<file path="config.mk">
export PLATFORM = sky130hd
export DESIGN_NAME = pi1_arb_flat
export DESIGN_NICKNAME = d
export VERILOG_FILES = /design/src/rtl/pi1_arb_if.sv /design/src/rtl/pi1_arb.sv /design/src/flat_wrapper.sv
export SDC_FILE = /design/constraint.sdc
export NUM_CORES = 1
export LEC_CHECK = 0
export CELL_PAD_IN_SITES_DETAIL_PLACEMENT = 0
export CELL_PAD_IN_SITES_GLOBAL_PLACEMENT = 2
export CORE_MARGIN = 3
export CORE_UTILIZATION = 11
export DETAILED_ROUTE_END_ITERATION = 10
export HOLD_SLACK_MARGIN = 0.03
export PLACE_DENSITY = 0.89
export RECOVER_POWER = 100
export SLEW_MARGIN = 15
export SYNTH_ARGS = -nofsm -noshare
export SYNTH_HDL_FRONTEND = slang
export SYNTH_SLANG_ARGS = --single-unit
</file>
<file path="constraint.sdc">
create_clock -name clk_i -period 2.4 [get_ports clk_i]
set_input_delay 0.48 -clock clk_i [delete_from_list [all_inputs] [get_ports clk_i]]
set_output_delay 0.48 -clock clk_i [all_outputs]
set_load 0.01 [all_outputs]
</file>
<file path="src/rtl/pi1_arb_if.sv">
// -----------------------------------------------------------------------------
// pi1_arb_if -- bundle of every signal between a PI1 arbiter, its masters and
// the single downstream PI1 slave.
//
// Parameters
//   MASTERCOUNT  number of PI1 masters sharing the slave
//   ARCHBITSZ    data width (16/32/64); word address is ARCHBITSZ - log2(bytes)
//
// Signals (direction as seen by the arbiter)
//   m_op_i    in   2*MASTERCOUNT          per-master op (00 NOOP,01 WR,10 RD,11 RW)
//   m_addr_i  in   ADDRBITSZ*MASTERCOUNT  per-master word address
//   m_data_i  in   ARCHBITSZ*MASTERCOUNT  per-master write data
//   m_sel_i   in   SELBITSZ*MASTERCOUNT   per-master byte selects
//   m_data_o  out  ARCHBITSZ              read data broadcast to all masters
//   m_rdy_o   out  MASTERCOUNT            per-master ready
//   s_op_o / s_addr_o / s_data_o / s_sel_o  out  request towards the slave
//   s_data_i  in   ARCHBITSZ              slave read data
//   s_rdy_i   in   1                      slave ready
//   gnt_o     out  MASTERCOUNT            one-hot registered grant
//
// Modports
//   master  the arbiter itself: it masters the downstream slave bus
//   slave   the surroundings (masters plus slave device) facing the arbiter
// -----------------------------------------------------------------------------
interface pi1_arb_if #(
  parameter int MASTERCOUNT = 2,
  parameter int ARCHBITSZ   = 32
);
  localparam int ADDRBITSZ = ARCHBITSZ - $clog2(ARCHBITSZ / 8);
  localparam int SELBITSZ  = ARCHBITSZ / 8;

  logic [2*MASTERCOUNT-1:0]         m_op_i;
  logic [ADDRBITSZ*MASTERCOUNT-1:0] m_addr_i;
  logic [ARCHBITSZ*MASTERCOUNT-1:0] m_data_i;
  logic [SELBITSZ*MASTERCOUNT-1:0]  m_sel_i;
  logic [ARCHBITSZ-1:0]             m_data_o;
  logic [MASTERCOUNT-1:0]           m_rdy_o;

  logic [1:0]                       s_op_o;
  logic [ADDRBITSZ-1:0]             s_addr_o;
  logic [ARCHBITSZ-1:0]             s_data_o;
  logic [SELBITSZ-1:0]              s_sel_o;
  logic [ARCHBITSZ-1:0]             s_data_i;
  logic                             s_rdy_i;

  logic [MASTERCOUNT-1:0]           gnt_o;

  modport master (
    input  m_op_i, m_addr_i, m_data_i, m_sel_i, s_data_i, s_rdy_i,
    output m_data_o, m_rdy_o, s_op_o, s_addr_o, s_data_o, s_sel_o, gnt_o
  );

  modport slave (
    output m_op_i, m_addr_i, m_data_i, m_sel_i, s_data_i, s_rdy_i,
    input  m_data_o, m_rdy_o, s_op_o, s_addr_o, s_data_o, s_sel_o, gnt_o
  );
endinterface

</file>
<file path="src/rtl/pi1_arb.sv">
// -----------------------------------------------------------------------------
// pi1_arb -- N-to-1 PI1 bus arbiter.
//
// Any number of PI1 masters share one PI1 slave. While IDLE the arbiter picks
// one requesting master (round-robin or fixed priority) and registers it in
// gnt_o; in GRANT the winner's request is passed straight through to the slave
// and the slave's ready is routed back only to the winner. A grant is dropped
// when the winner goes NOOP, or, if MAXHOLD is non-zero and somebody else is
// waiting, after MAXHOLD accepted transfers. Every hand-over costs one IDLE
// cycle in which the slave sees NOOP.
//
// Parameters
//   MASTERCOUNT  1..16 masters
//   ARCHBITSZ    16/32/64 data width
//   ARBMODE      0 round-robin, 1 fixed priority (lowest index wins)
//   MAXHOLD      accepted transfers per grant before a contended release;
//                0 = hold until the winner goes NOOP
//
// Ports
//   clk_i   in  sole clock, rising edge
//   rst_i   in  asynchronous active-low reset
//   bus     pi1_arb_if.master -- all master- and slave-side PI1 signals
// -----------------------------------------------------------------------------
module pi1_arb #(
  parameter int MASTERCOUNT = 2,
  parameter int ARCHBITSZ   = 32,
  parameter int ARBMODE     = 0,
  parameter int MAXHOLD     = 4
) (
  input  logic      clk_i,
  input  logic      rst_i,
  pi1_arb_if.master bus
);

  localparam int ADDRBITSZ = ARCHBITSZ - $clog2(ARCHBITSZ / 8);
  localparam int SELBITSZ  = ARCHBITSZ / 8;
  localparam int IDXW      = (MASTERCOUNT > 1) ? $clog2(MASTERCOUNT) : 1;
  localparam int HOLDW     = (MAXHOLD > 0) ? $clog2(MAXHOLD + 1) : 1;
  // Saturation value of holdcnt, and the count at which the next accept is
  // the last one this grant may make under contention.
  localparam int HOLDSAT   = (MAXHOLD > 0) ? MAXHOLD : 1;
  localparam int HOLDLAST  = (MAXHOLD > 0) ? MAXHOLD - 1 : 0;

  localparam logic [1:0] OP_NOOP = 2'b00;

  typedef enum logic {
    IDLE  = 1'b0,
    GRANT = 1'b1
  } state_t;

  state_t            state;
  state_t            next_state;
  logic [MASTERCOUNT-1:0] gnt;
  logic [IDXW-1:0]   gidx;      // binary form of gnt, used for muxing
  logic [IDXW-1:0]   rrptr;
  logic [HOLDW-1:0]  holdcnt;

  logic [MASTERCOUNT-1:0] req;
  logic              any_req;
  logic              others_req;
  logic              winner_found;
  logic [IDXW-1:0]   winner;
  logic [1:0]        g_op;
  logic              accept;
  logic              grant_load;
  logic              release_gnt;

  // ---------------------------------------------------------------------------
  // Request decode
  // ---------------------------------------------------------------------------
  always_comb begin
    for (int i = 0; i < MASTERCOUNT; i++) begin
      req[i] = (bus.m_op_i[2*i +: 2] != OP_NOOP);
    end
  end

  assign any_req    = |req;
  assign others_req = |(req & ~gnt);

  // ---------------------------------------------------------------------------
  // Winner search. Round-robin walks from rrptr upwards and wraps; fixed
  // priority always walks from index 0, so the same loop serves both.
  // ---------------------------------------------------------------------------
  always_comb begin : arb_search
    int cand;
    winner       = '0;
    winner_found = 1'b0;
    cand         = 0;
    for (int k = 0; k < MASTERCOUNT; k++) begin
      cand = (ARBMODE == 0) ? int'(rrptr) + k : k;
      if (cand >= MASTERCOUNT) begin
        cand = cand - MASTERCOUNT;
      end
      if (!winner_found && req[IDXW'(cand)]) begin
        winner_found = 1'b1;
        winner       = IDXW'(cand);
      end
    end
  end

  // ---------------------------------------------------------------------------
  // Granted master's request and the transfer-accept strobe
  // ---------------------------------------------------------------------------
  assign g_op   = bus.m_op_i[gidx*2 +: 2];
  assign accept = (state == GRANT) && (g_op != OP_NOOP) && bus.s_rdy_i;

  // Read data is broadcast unconditionally; only m_rdy_o qualifies it.
  assign bus.m_data_o = bus.s_data_i;
  assign bus.gnt_o    = gnt;

  // ---------------------------------------------------------------------------
  // FSM: next state and slave/master-side outputs
  // ---------------------------------------------------------------------------
  // NOTE: every signal written here gets a default before the case statement,
  // so no path leaves one unassigned and no latch is inferred.
  always_comb begin
    next_state   = state;
    grant_load   = 1'b0;
    release_gnt  = 1'b0;
    bus.s_op_o   = OP_NOOP;
    bus.s_addr_o = '0;
    bus.s_data_o = '0;
    bus.s_sel_o  = '0;
    bus.m_rdy_o  = '0;

    case (state)
      IDLE: begin
        if (any_req) begin
          grant_load = 1'b1;
          next_state = GRANT;
        end
      end

      GRANT: begin
        // Pure pass-through: op changes by the winner between transfers go
        // straight to the slave without re-arbitration.
        bus.s_op_o   = g_op;
        bus.s_addr_o = bus.m_addr_i[gidx*ADDRBITSZ +: ADDRBITSZ];
        bus.s_data_o = bus.m_data_i[gidx*ARCHBITSZ +: ARCHBITSZ];
        bus.s_sel_o  = bus.m_sel_i[gidx*SELBITSZ +: SELBITSZ];
        bus.m_rdy_o  = gnt & {MASTERCOUNT{bus.s_rdy_i}};

        if (g_op == OP_NOOP) begin
          release_gnt = 1'b1;
        end else if ((MAXHOLD != 0) && accept && others_req &&
                     (holdcnt >= HOLDW'(HOLDLAST))) begin
          // '>=' rather than '==' so a master that saturated while alone
          // still yields once someone else starts requesting.
          release_gnt = 1'b1;
        end

        if (release_gnt) begin
          next_state = IDLE;
        end
      end

      default: next_state = IDLE;
    endcase
  end

  // ---------------------------------------------------------------------------
  // State register
  // ---------------------------------------------------------------------------
  // NOTE: the reset is asynchronous, so it appears in the sensitivity list and
  // takes effect on its falling edge without waiting for clk_i; because the
  // slave-side outputs decode from state, they drop to NOOP at once.
  always_ff @(posedge clk_i or negedge rst_i) begin
    if (!rst_i) begin
      state <= IDLE;
    end else begin
      state <= next_state;
    end
  end

  // ---------------------------------------------------------------------------
  // Grant, round-robin pointer and hold counter
  // ---------------------------------------------------------------------------
  // NOTE: sequential state uses non-blocking assignments so every register
  // samples pre-edge values; blocking ones here would create ordering races.
  always_ff @(posedge clk_i or negedge rst_i) begin
    if (!rst_i) begin
      gnt     <= '0;
      gidx    <= '0;
      rrptr   <= '0;
      holdcnt <= '0;
    end else if (grant_load) begin
      gnt     <= MASTERCOUNT'(1) << winner;
      gidx    <= winner;
      holdcnt <= '0;
      if (ARBMODE == 0) begin
        rrptr <= (int'(winner) == MASTERCOUNT - 1) ? '0 : winner + 1'b1;
      end
    end else if (release_gnt) begin
      gnt <= '0;
    end else if (accept && (holdcnt != HOLDW'(HOLDSAT))) begin
      holdcnt <= holdcnt + 1'b1;
    end
  end

endmodule
</file>
<file path="src/flat_wrapper.sv">
// flat-port wrapper written by rule: the top's interface ports become plain ports
module pi1_arb_flat 
#(
  parameter int MASTERCOUNT = 2,
  parameter int ARCHBITSZ   = 32,
  parameter int ARBMODE     = 0,
  parameter int MAXHOLD     = 4
)
  (clk_i, rst_i, bus_m_op_i, bus_m_addr_i, bus_m_data_i, bus_m_sel_i, bus_s_data_i, bus_s_rdy_i, bus_m_data_o, bus_m_rdy_o, bus_s_op_o, bus_s_addr_o, bus_s_data_o, bus_s_sel_o, bus_gnt_o);
  pi1_arb_if #(.MASTERCOUNT(MASTERCOUNT), .ARCHBITSZ(ARCHBITSZ)) bus_i ();
  input  logic clk_i;
  input  logic rst_i;
  input wire logic [$bits(bus_i.m_op_i)-1:0] bus_m_op_i;
  input wire logic [$bits(bus_i.m_addr_i)-1:0] bus_m_addr_i;
  input wire logic [$bits(bus_i.m_data_i)-1:0] bus_m_data_i;
  input wire logic [$bits(bus_i.m_sel_i)-1:0] bus_m_sel_i;
  input wire logic [$bits(bus_i.s_data_i)-1:0] bus_s_data_i;
  input wire logic [$bits(bus_i.s_rdy_i)-1:0] bus_s_rdy_i;
  output wire logic [$bits(bus_i.m_data_o)-1:0] bus_m_data_o;
  output wire logic [$bits(bus_i.m_rdy_o)-1:0] bus_m_rdy_o;
  output wire logic [$bits(bus_i.s_op_o)-1:0] bus_s_op_o;
  output wire logic [$bits(bus_i.s_addr_o)-1:0] bus_s_addr_o;
  output wire logic [$bits(bus_i.s_data_o)-1:0] bus_s_data_o;
  output wire logic [$bits(bus_i.s_sel_o)-1:0] bus_s_sel_o;
  output wire logic [$bits(bus_i.gnt_o)-1:0] bus_gnt_o;
  assign bus_i.m_op_i = bus_m_op_i;
  assign bus_i.m_addr_i = bus_m_addr_i;
  assign bus_i.m_data_i = bus_m_data_i;
  assign bus_i.m_sel_i = bus_m_sel_i;
  assign bus_i.s_data_i = bus_s_data_i;
  assign bus_i.s_rdy_i = bus_s_rdy_i;
  assign bus_m_data_o = bus_i.m_data_o;
  assign bus_m_rdy_o = bus_i.m_rdy_o;
  assign bus_s_op_o = bus_i.s_op_o;
  assign bus_s_addr_o = bus_i.s_addr_o;
  assign bus_s_data_o = bus_i.s_data_o;
  assign bus_s_sel_o = bus_i.s_sel_o;
  assign bus_gnt_o = bus_i.gnt_o;
  pi1_arb #(.MASTERCOUNT(MASTERCOUNT), .ARCHBITSZ(ARCHBITSZ), .ARBMODE(ARBMODE), .MAXHOLD(MAXHOLD)) u_core (.clk_i(clk_i), .rst_i(rst_i), .bus(bus_i));
endmodule
</file>
==> out/metrics.csv <==
stage;metric;value;unit
synthesis;yosys_most_used_dff;dfrtp_1;
power;p_total;0.00356;W
global_route;grt_antenna_before_repair;0;
place;io_buffers;210;
worst_setup_path;crit_type;register to output port;
synthesis;syn-instance-count;229;
sta;fin_worst_skew;0.00262;ns
finish;num_antenna_cells;0;
die;pin_count;275;
synthesis;synth_seq_area_share;10.8;%
worst_setup_path;crit_required;1.92;ns
clock_network;cts_tree;done;
routing;wl_per_cell;12.2;um
global_route;grtUsageTotal;7.25;%
power;p_leak;1.59;nW
sta;period_needed;2.34;ns
clock_network;cts_sinks;8;
worst_setup_path;cp-start-kind;register;
sta;fmax;428;MHz
synthesis;synth.cell_area;0.00186;sq mm
power;p_sw;0.00139;W
place;dp_hpwl;6450;um
clock_network;clkSlewWorstSetupHoldPaths;0.03;ns
sta;rsz0062_at_grt;false;
clock_network;ctsHoldBuffers;0;
clock_network;htreeDepth;1;
sta;period_share;97.4;%
worst_setup_path;cp_top_family;buffers and inverters;
routing;ant_nets;0;
sta;worst_pin_slew;0.447;ns
power;seq_power_share;7.3;%
synthesis;post-synth-top-count-cell;mux2i_1;
power;ir_drop;0.000405;V
worst_setup_path;worst-path-buf-inv;2;
place;routabilityCongestion;0.689;
die;die_w;136;um
finish;register_area;205;sq um
routing;drt-total-wl;7490;um
sta;hold_viol;0;
sta;finalSetupTns;0;ns
routing;drc;0;
clock_network;root_buffer;clkbuf_16;
finish;final_layout_size_suffix_gt1_share;2.76;%
synthesis;synth.area.top_cells;mux2i_1, nor2b_1, buf_4, dfrtp_1, buf_2;
finish;fin_nets;575;
die;start_util;11.5;%
global_route;grt_overflow_total;0;
synthesis;syn_nets;403;
sta;maxSlewViolCount;0;
synthesis;syn_avg_cell_area;8.12;sq um
sta;setup_viol;0;
routing;vias;2171;
die;die_h;136;um
synthesis;ys_top_cells_by_count;mux2i_1, nor2b_1, buf_4;
power;p_comb_share;84.9;%
power;clkPwrFrac;7.8;%
die;core;0.0162;sq mm
synthesis;synth_seq_cells;8;
synthesis;yosysTopAreaCell;mux2i_1;
finish;fillerInstances;1758;
global_route;grt_pass1_vias;2295;
worst_setup_path;crit_path_end_kind;output port;
status;outcome;complete, no violations;
worst_setup_path;slowest_delay;0.60;ns
routing;post_drt_via_cell_ratio;3.53;
die;num_rows;46;
global_route;grt_max_degree;45;
flow_run;maxCapViolCount;0;
clock_network;numCtsBuffers;3;
worst_setup_path;cp.arrival;1.86;ns
clock_network;clock_latency;0.23;ns
power;power.density;876;mW/mm^2
finish;area_growth;118;%
worst_setup_path;worst_path_max_delay_cell;dlygate4sd3_1;
synthesis;synth_top_area_share;37.1;%
synthesis;ys_warn_count;0;
routing;first_pass_iters;4;
worst_setup_path;path_cells;buf_8, mux2i_1, nor2b_1, dlygate4sd3_1;
synthesis;synth.distinct_cells;24;
routing;first_iter_violations;49;
power;intPower;0.00217;W
die;dieArea;0.0185;sq mm
synthesis;async_flop_share;100;%
finish;multi_input_area;0.00133;sq mm
min_path;worstHoldPathType;register to register;
clock_network;clk_path_buf_depth;2;
global_route;grt_pass1_wl;11100;um
synthesis;synth_edf_count;0;
worst_setup_path;crit_fanout;28;
power;p_sw_share;39.1;%
sta;maxSlewHeadroom;70.0;%
[per-stage QoR]
step,util [%],hold WS [ns],instance area (sq um),cells,setup WS [ns]
after floorplan,-,0.184,1860,229,0.831
after global placement,24.5,0.474,3980,612,0.167
after detailed placement,24.5,0.494,3980,612,0.136
after CTS,25.0,0.504,4060,615,0.0642
after global routing,25.0,0.547,4060,615,0.0199
final,25.0,0.503,4060,615,0.0631
[cells in the final DEF, fill, tap and decap left out]
| master | count |
|---|---|
| dlygate4sd3_1 | 29 |
| inv_1 | 4 |
| and3_1 | 2 |
| a2111o_1 | 1 |
| dfrtp_1 | 6 |
| nor3b_1 | 1 |
| nand2_1 | 2 |
| nor2_1 | 5 |
| a21oi_1 | 3 |
| clkbuf_4 | 1 |
| a2111oi_0 | 1 |
| mux2i_1 | 69 |
| clkdlybuf4s50_1 | 181 |
| ha_1 | 3 |
| o22ai_1 | 2 |
| clkbuf_16 | 3 |
| a21o_1 | 3 |
| a211oi_1 | 2 |
| buf_8 | 1 |
| o21a_1 | 1 |
| nor2b_1 | 68 |
| nor3_1 | 1 |
| dfrtp_4 | 1 |
| buf_4 | 2 |
| a31o_2 | 1 |
| o21bai_1 | 2 |
| and2_0 | 1 |
| or2_1 | 1 |
| dfrtp_2 | 1 |
| buf_12 | 1 |
[per-layer routing]
metal,global-route usage (%),part of all wire [%],vias to the layer above,wire length (um)
li1,-,-,1083,-
met1,7.33,35,934,2610
met2,13.8,52,136,3910
met3,2.11,10,18,783
met4,3.08,2.4,0,180
met5,0,0,-,0
[power groups by stage]
stage / combinational, W / clock [W] / sequential (W)
floorplan: 0.00164 / 0 / 0.000242
global placement: 0.00311 / 0 / 0.000257
detailed placement: 0.00315 / 0 / 0.000260
CTS: 0.00316 / 0.000286 / 0.000259
global route: 0.00327 / 0.000293 / 0.000268
finish: 0.00302 / 0.000279 / 0.000258
[worst register-to-register path, delay by kind of cell (launching register included)]
kind / cells / cell delay, ns
AOI/OAI and AO/OA: 3 / 0.77
buffers and inverters: 1 / 0.36
and+or+nand+nor: 1 / 0.14
DFF: 1 / 0.34
[cell type report]
cell class,count,share of cell area (%)
Sequential cell,8,5.06
Tap cell,216,6.66
Inverter,4,0.370
Timing Repair Buffer,215,53.2
Clock buffer,3,1.85
Multi-Input combinational cell,169,32.9
[repair_timing]
item                                    in CTS  in global routing
resized for setup                            1                  2
gates cloned                                 0                  0
endpoints found under the setup margin      28                  3
setup buffers                                0                  0
[path summary, 6_finish.rpt]
kind,from,end,slack (ns),depth (start not counted)
worst max-delay path,u_core.gidx$_DFFE_PN0P_,bus_s_data_o[5],0.06,4
worst min-delay path,u_core.rrptr$_DFFE_PN0P_,u_core.rrptr$_DFFE_PN0P_,0.50,2
worst max register to register,u_core.state$_DFF_PN0_,u_core.bus.gnt_o[1]$_DFFE_PN0P_,0.67,5
worst min register to register,u_core.rrptr$_DFFE_PN0P_,u_core.rrptr$_DFFE_PN0P_,0.50,2
max in group asynchronous,rst_i,u_core.gidx$_DFFE_PN0P_,1.45,1
min in group asynchronous,rst_i,u_core.holdcnt[0]$_DFFE_PN0P_,0.62,1
[kinds of logic after synthesis]
logic type | Yosys count | synth area share [%]
AOI/OAI and AO/OA | 16 | 6.26
adders and majority gates | 3 | 2.02
buffers and inverters | 52 | 17.5
DFF | 8 | 10.8
muxes | 69 | 37.1
and+or+nand+nor | 81 | 26.3
[sequential cells by signal, indices dropped and copies added, names as in the netlist]
signal	count
u_core.bus.gnt_o	2
u_core.gidx	1
u_core.holdcnt	3
u_core.rrptr	1
u_core.state	1
Note: power is estimated with default switching activity, not from simulation.
